==> config.mk <==
export PLATFORM = sky130hd
export DESIGN_NAME = dnn_result_reader
export DESIGN_NICKNAME = d
export VERILOG_FILES = /design/src/rtl/dnn_result_reader.sv
export SDC_FILE = /design/constraint.sdc
export NUM_CORES = 1
export LEC_CHECK = 0
export ABC_AREA = 0
export BUFFER_PORTS_ARGS = -buffer_cell sky130_fd_sc_hd__buf_2
export CAP_MARGIN = 15
export CORE_UTILIZATION = 51
export CTS_BUF_LIST = sky130_fd_sc_hd__clkbuf_2 sky130_fd_sc_hd__clkbuf_4 sky130_fd_sc_hd__clkbuf_8
export DETAILED_ROUTE_END_ITERATION = 8
export PLACE_DENSITY = 0.73
export SETUP_SLACK_MARGIN = 0.4
export SLEW_MARGIN = 20
export SYNTH_ARGS = -nofsm -noshare
export SYNTH_HDL_FRONTEND = slang
export SYNTH_SLANG_ARGS = --single-unit
==> constraint.sdc <==
create_clock -name clk -period 4.1 [get_ports clk]
set_clock_uncertainty 0.15 [all_clocks]
set_input_delay 0.41 -clock clk [delete_from_list [all_inputs] [get_ports clk]]
set_output_delay 0.41 -clock clk [all_outputs]
set_load 0.03 [all_outputs]
==> src/rtl/dnn_result_reader.sv <==
// Argmax reader: on a done rising edge, sweeps NUM_OUT engine scores and holds the winning class until cls_ready.
// Define DNN_RD_SCORE_EN to also expose the winning score; latency is NUM_OUT+1 cycles from the done edge to cls_valid.
module dnn_result_reader #(
  parameter int DATA_WIDTH = 13,
  parameter int NUM_OUT    = 10
) (
  input  logic                         clk,
  input  logic                         rst,
  input  logic                         clr,
  input  logic                         done,
  output logic [3:0]                   out_idx,
  input  logic signed [DATA_WIDTH-1:0] out,
  output logic                         cls_valid,
  input  logic                         cls_ready,
  output logic [3:0]                   cls,
  output logic                         overrun
`ifdef DNN_RD_SCORE_EN
  ,
  output logic signed [DATA_WIDTH-1:0] score
`endif
);

  localparam logic [1:0] IDLE = 2'd0;
  localparam logic [1:0] SCAN = 2'd1;
  localparam logic [1:0] HOLD = 2'd2;

  localparam logic [3:0] LAST_IDX = 4'(NUM_OUT - 1);

  logic [1:0]                   state_q, state_d;
  logic [3:0]                   idx_q, idx_d;
  logic                         done_q;
  logic                         armed_q;
  logic signed [DATA_WIDTH-1:0] max_q, max_d;
  logic [3:0]                   max_idx_q, max_idx_d;
  logic [3:0]                   cls_q, cls_d;
  logic                         overrun_q, overrun_d;
`ifdef DNN_RD_SCORE_EN
  logic signed [DATA_WIDTH-1:0] score_q, score_d;
`endif

  logic                         done_rise;
  logic                         done_fall;
  logic                         take_new;
  logic signed [DATA_WIDTH-1:0] samp_max;
  logic [3:0]                   samp_idx;

  // armed_q masks the first cycle after reset so a done already high at release is not seen as an edge.
  assign done_rise = done & ~done_q & armed_q;
  assign done_fall = ~done & done_q;

  // Strict greater-than keeps the lower index on ties.
  assign take_new = (idx_q == 4'd0) || (out > max_q);
  assign samp_max = take_new ? out : max_q;
  assign samp_idx = take_new ? idx_q : max_idx_q;

  always_comb begin
    state_d   = state_q;
    idx_d     = idx_q;
    max_d     = max_q;
    max_idx_d = max_idx_q;
    cls_d     = cls_q;
    overrun_d = overrun_q;
`ifdef DNN_RD_SCORE_EN
    score_d   = score_q;
`endif
    if (clr) begin
      state_d   = IDLE;
      idx_d     = 4'd0;
      overrun_d = 1'b0;
    end else begin
      case (state_q)
        IDLE: begin
          if (done_rise) begin
            state_d = SCAN;
            idx_d   = 4'd0;
          end
        end
        SCAN: begin
          if (done_rise) overrun_d = 1'b1;
          if (done_fall) begin
            state_d = IDLE;
            idx_d   = 4'd0;
          end else begin
            max_d     = samp_max;
            max_idx_d = samp_idx;
            if (idx_q == LAST_IDX) begin
              state_d = HOLD;
              idx_d   = 4'd0;
              cls_d   = samp_idx;
`ifdef DNN_RD_SCORE_EN
              score_d = samp_max;
`endif
            end else begin
              idx_d = idx_q + 4'd1;
            end
          end
        end
        HOLD: begin
          if (done_rise) overrun_d = 1'b1;
          if (cls_ready) state_d = IDLE;
        end
        default: begin
          state_d = IDLE;
          idx_d   = 4'd0;
        end
      endcase
    end
  end

  always_ff @(posedge clk or negedge rst) begin
    if (!rst) begin
      state_q   <= IDLE;
      idx_q     <= 4'd0;
      done_q    <= 1'b0;
      armed_q   <= 1'b0;
      max_q     <= '0;
      max_idx_q <= 4'd0;
      cls_q     <= 4'd0;
      overrun_q <= 1'b0;
`ifdef DNN_RD_SCORE_EN
      score_q   <= '0;
`endif
    end else begin
      state_q   <= state_d;
      idx_q     <= idx_d;
      done_q    <= done;
      armed_q   <= 1'b1;
      max_q     <= max_d;
      max_idx_q <= max_idx_d;
      cls_q     <= cls_d;
      overrun_q <= overrun_d;
`ifdef DNN_RD_SCORE_EN
      score_q   <= score_d;
`endif
    end
  end

  assign out_idx   = (state_q == SCAN) ? idx_q : 4'd0;
  assign cls_valid = (state_q == HOLD);
  assign cls       = cls_q;
  assign overrun   = overrun_q;
`ifdef DNN_RD_SCORE_EN
  assign score     = score_q;
`endif

endmodule

==> qor.txt <==
PLACEMENT
------------------------------------------------------------------------------------------
Hpwl dp                                                                            2.56 mm
Number of cells in the design after placement                                          243
Count of port buffers added during placement                                            27
Total placed instance area                                                        1970 µm²
Dpl ws                                                                             1250 ps
Final Wtd Congestion                                                                 0.812

GLOBAL ROUTING
------------------------------------------------------------------------------------------
Antenna violations before repair                                                         0
Vias in the first global route                                                        1401
Gr ovfl total                                                                            0
Global-route wire length before repair                                             5.70 mm
Largest net degree at the start of global routing                                       31
All-layer global routing usage                                                       0.210

FLOORPLAN
------------------------------------------------------------------------------------------
Number of rows in the core area                                                         21
X dimension of the die                                                             61.3 µm
Initial core utilization                                                             0.533
Overall die area                                                                  3750 µm²
Top-Level Pins                                                                          28
Vertical die dimension                                                             61.3 µm
Placeable core area                                                               3360 µm²

CLOCKING
------------------------------------------------------------------------------------------
Number of post-CTS setup repair buffers                                                  0
TritonCTS Buffers                                                                        5
Hold-fix buffer count after cts                                                          1
Post-cts resize count                                                                    0
Number of sinks on the clock net                                                        30
Deepest level of the CTS H-tree                                                          2
Clk slew on worst S/H paths                                                          90 ps
CTS Root Cell                                                                 sky130_fd_sc_hd__clkbuf_4
Clock latency on the worst-skew pair                                                330 ps
Worst-case clock buffer depth                                                            2
TritonCTS clock tree                                                                   yes

POWER AND IR DROP
------------------------------------------------------------------------------------------
Power per standard cell area                                                    531 nW/µm²
P_leak                                                                             1.02 nW
Part of the total power dissipated in combinational logic                            0.444
Sequential share of power                                                            0.395
Clock Power Share                                                                    0.161
Internal Power                                                                    0.680 mW
Largest vdd supply drop                                                         0.000282 V
Switching share of total power                                                       0.371
Switching power of the nets                                                       0.401 mW
Total Power Consumption                                                            1.08 mW

DETAILED ROUTING
------------------------------------------------------------------------------------------
Final routed wirelength across all metal layers                                    3.32 mm
Number of vias per cell                                                               5.33
DRC                                                                                      0
Iteration-0 DRC Markers                                                                 34
Remaining antenna violation count after routing                                          0
Number of optimization iterations in the first detailed-route pass                       4
Wire length per cell                                                               13.2 µm
Number of vias in the routed layout                                                   1337

LOGIC SYNTHESIS
------------------------------------------------------------------------------------------
Synthesized-area fraction occupied by xor and xnor cells                           0.00489
Flip-flop and latch count after synthesis                                               30
Portion of synthesized cell area occupied by the leading cell type                   0.419
Share of synthesized cell area in full adder, half adder and majority cells          0.133
Compound-Gate Fraction of Synth Area                                                 0.118
Post-Synthesis Mean Instance Area                                                 10.5 µm²
Mux cell area share after synthesis                                                  0.130
Cell area after technology mapping                                                1790 µm²
Share of synthesized area occupied by flip-flops and latches                         0.419
Gate count of the mapped netlist                                                       171
Nets in the synthesized netlist                                                        208
Synth area leaders                                                            sky130_fd_sc_hd__dfrtp_1 (42%), sky130_fd_sc_hd__ha_1 (13%), sky130_fd_sc_hd__mux2_4 (6.7%)
Dominant combinational cell family by area after synthesis                    simple AND/OR/NAND/NOR gates
Number of distinct library cells after synthesis                                        37
Share of synthesized cell area in and, or, nand and nor gates                        0.141
Synth area leader                                                             sky130_fd_sc_hd__dfrtp_1
Count of warnings emitted by yosys                                                       0

FINAL LAYOUT
------------------------------------------------------------------------------------------
Nets                                                                                   242
Layout area overhead                                                                 13.6%
Proportion of layout cells with a drive suffix above 1                               0.259
Final standard cell area without fillers                                          2040 µm²
Layout Cells excl Fill                                                                 251
FILL cells                                                                             305
Core utilization of the finished layout                                              0.605
Ant. Diodes                                                                              0

CRITICAL PATH
------------------------------------------------------------------------------------------
Slowest cell on crit path                                                     sky130_fd_sc_hd__mux2_1
Largest stage delay on the critical path                                            440 ps
Most repeated library cell on the critical path                               sky130_fd_sc_hd__a21oi_1
Type of element launching the critical path                                       register
CP Capture Type                                                                   register
Cell family with the largest share of critical-path delay                     multiplexers
Buffers and inverters on the worst path                                                  1
Worst setup path category                                                     register to register
Worst-path fanout max                                                                   17
Arr. time, crit path                                                               2760 ps
Data required time of the critical path                                            4160 ps
Cell chain of the critical path                                               inv_1 -> ha_1 -> a21oi_1 -> o21ai_1 -> a21oi_1 -> mux2i_4 -> nand3_4 -> mux2_1

STA
------------------------------------------------------------------------------------------
Portion of the clock cycle consumed by the worst path in the final layout            0.658
Final critical-path required period                                                2700 ps
Final setup TNS                                                                       0 ps
Total count of max-transition violations in the final report                             0
Pin slew with the least headroom to its limit                                       671 ps
Final critical-path setup slack                                                    1400 ps
RSZ-0062 raised after global routing                                                 false
Final hold viol count                                                                    0
Total setup violations reported at the end of the flow                                   0
Final-layout worst hold slack                                                      71.1 ps
Max-Slew Margin vs Limit                                                             0.553
Peak clock frequency supported by timing                                           370 MHz

MIN PATH
------------------------------------------------------------------------------------------
Hold WC Path Type                                                             primary input to register

FLOW RUN
------------------------------------------------------------------------------------------
Max-Cap Viols                                                                            0

OUTCOME
------------------------------------------------------------------------------------------
Outcome                                                                       finished clean

==> flip-flops by register name, summed over array words and instances, names as in the netlist <==
signal	cells
overrun	1
max_q	13
cls	4
armed_q	1
max_idx_q	4
idx_q	4
done_q	1
state_q	2
==> kinds of logic after synthesis <==
group | Yosys count
mux | 17
fa+ha+maj | 19
compound gates | 33
xor+xnor | 1
simple gates | 47
flops | 30
buf+inv | 23
other cells | 1
==> final cells by class <==
cell class / instances / area [µm²] / share of cell area
Timing Repair Buffer: 28 / 145 / 0.0713
Clock buffer: 7 / 52.6 / 0.0258
Multi-Input combinational cell: 118 / 947 / 0.465
Sequential cell: 30 / 751 / 0.369
Inverter: 22 / 82.6 / 0.0406
Tap cell: 46 / 57.6 / 0.0283
==> power by group through the flow <==
stage / clock [mW] / combinational (mW) / sequential, mW
2_1_floorplan: 0 / 0.384 / 0.417
3_3_place_gp: 0 / 0.449 / 0.425
3_5_place_dp: 0 / 0.479 / 0.433
4_1_cts: 0.177 / 0.481 / 0.427
5_1_grt: 0.195 / 0.541 / 0.437
6_report: 0.174 / 0.480 / 0.427
==> per-layer routing <==
| layer | up-vias | GRT usage | wire length (µm) |
|---|---|---|---|
| li1 | 668 | - | - |
| met1 | 639 | 0.247 | 1510 |
| met2 | 25 | 0.354 | 1610 |
| met3 | 5 | 0.0714 | 158 |
| met4 | 0 | 0.0779 | 44 |
| met5 | - | 0 | 0 |
==> Yosys cell counts <==
| cell | n |
|---|---|
| sky130_fd_sc_hd__inv_1 | 22 |
| sky130_fd_sc_hd__nor3b_2 | 1 |
| sky130_fd_sc_hd__a21oi_1 | 11 |
| sky130_fd_sc_hd__nand3_4 | 1 |
| sky130_fd_sc_hd__o211ai_1 | 2 |
| sky130_fd_sc_hd__or3b_4 | 1 |
| sky130_fd_sc_hd__nand2b_1 | 1 |
| sky130_fd_sc_hd__a31oi_1 | 2 |
| sky130_fd_sc_hd__nor2_1 | 13 |
| sky130_fd_sc_hd__nor3b_1 | 1 |
| sky130_fd_sc_hd__xnor2_1 | 1 |
| sky130_fd_sc_hd__o21a_1 | 1 |
| sky130_fd_sc_hd__o22a_1 | 1 |
| sky130_fd_sc_hd__ha_1 | 19 |
| sky130_fd_sc_hd__nor2b_1 | 1 |
| sky130_fd_sc_hd__a32o_1 | 2 |
| sky130_fd_sc_hd__buf_6 | 1 |
| sky130_fd_sc_hd__nand3b_1 | 1 |
| sky130_fd_sc_hd__nand4_1 | 3 |
| sky130_fd_sc_hd__o21ai_1 | 2 |
| sky130_fd_sc_hd__dfrtp_1 | 30 |
| sky130_fd_sc_hd__nor3_1 | 1 |
| sky130_fd_sc_hd__o41ai_1 | 1 |
| sky130_fd_sc_hd__nand3_1 | 3 |
| sky130_fd_sc_hd__o21ai_0 | 7 |
| sky130_fd_sc_hd__mux2_2 | 5 |
| sky130_fd_sc_hd__nor4_2 | 1 |
| sky130_fd_sc_hd__nand2_1 | 14 |
| sky130_fd_sc_hd__mux2i_4 | 1 |
| sky130_fd_sc_hd__mux2_1 | 3 |
| sky130_fd_sc_hd__conb_1 | 1 |
| sky130_fd_sc_hd__o221ai_1 | 1 |
| sky130_fd_sc_hd__a22oi_2 | 1 |
| sky130_fd_sc_hd__o32ai_1 | 1 |
| sky130_fd_sc_hd__a221oi_1 | 1 |
| sky130_fd_sc_hd__and2_1 | 5 |
| sky130_fd_sc_hd__mux2_4 | 8 |
==> cells in the final DEF (no fill, tap or decap), drive strengths merged, types with 2 or more instances in the layout <==
cell type,instances
o211ai,2
nor3b,2
ha,19
nand3,4
and2,5
nand2,14
clkbuf,7
buf,27
mux2,16
a32o,2
dfrtp,30
inv,22
a31oi,2
nor2,13
o21ai,9
a21oi,11
nand4,3
==> path summary, 6_finish.rpt <==
path | startpoint | endpoint | slack, ps | cells after the start
max in group asynchronous | rst | idx_q[2]$_DFFE_PN0P_ | 2870 | 2
setup reg to reg | max_q[12]$_DFFE_PN0P_ | max_q[1]$_DFFE_PN0P_ | 1400 | 8
setup / recovery | max_q[12]$_DFFE_PN0P_ | max_q[1]$_DFFE_PN0P_ | 1400 | 8
hold reg to reg | max_idx_q[3]$_DFFE_PN0P_ | max_idx_q[3]$_DFFE_PN0P_ | 350 | 1
min in group asynchronous | rst | max_q[8]$_DFFE_PN0P_ | 490 | 2
hold / removal | done | done_q$_DFF_PN0_ | 70 | 1
No activity file was read; power rests on OpenSTA's default activity.
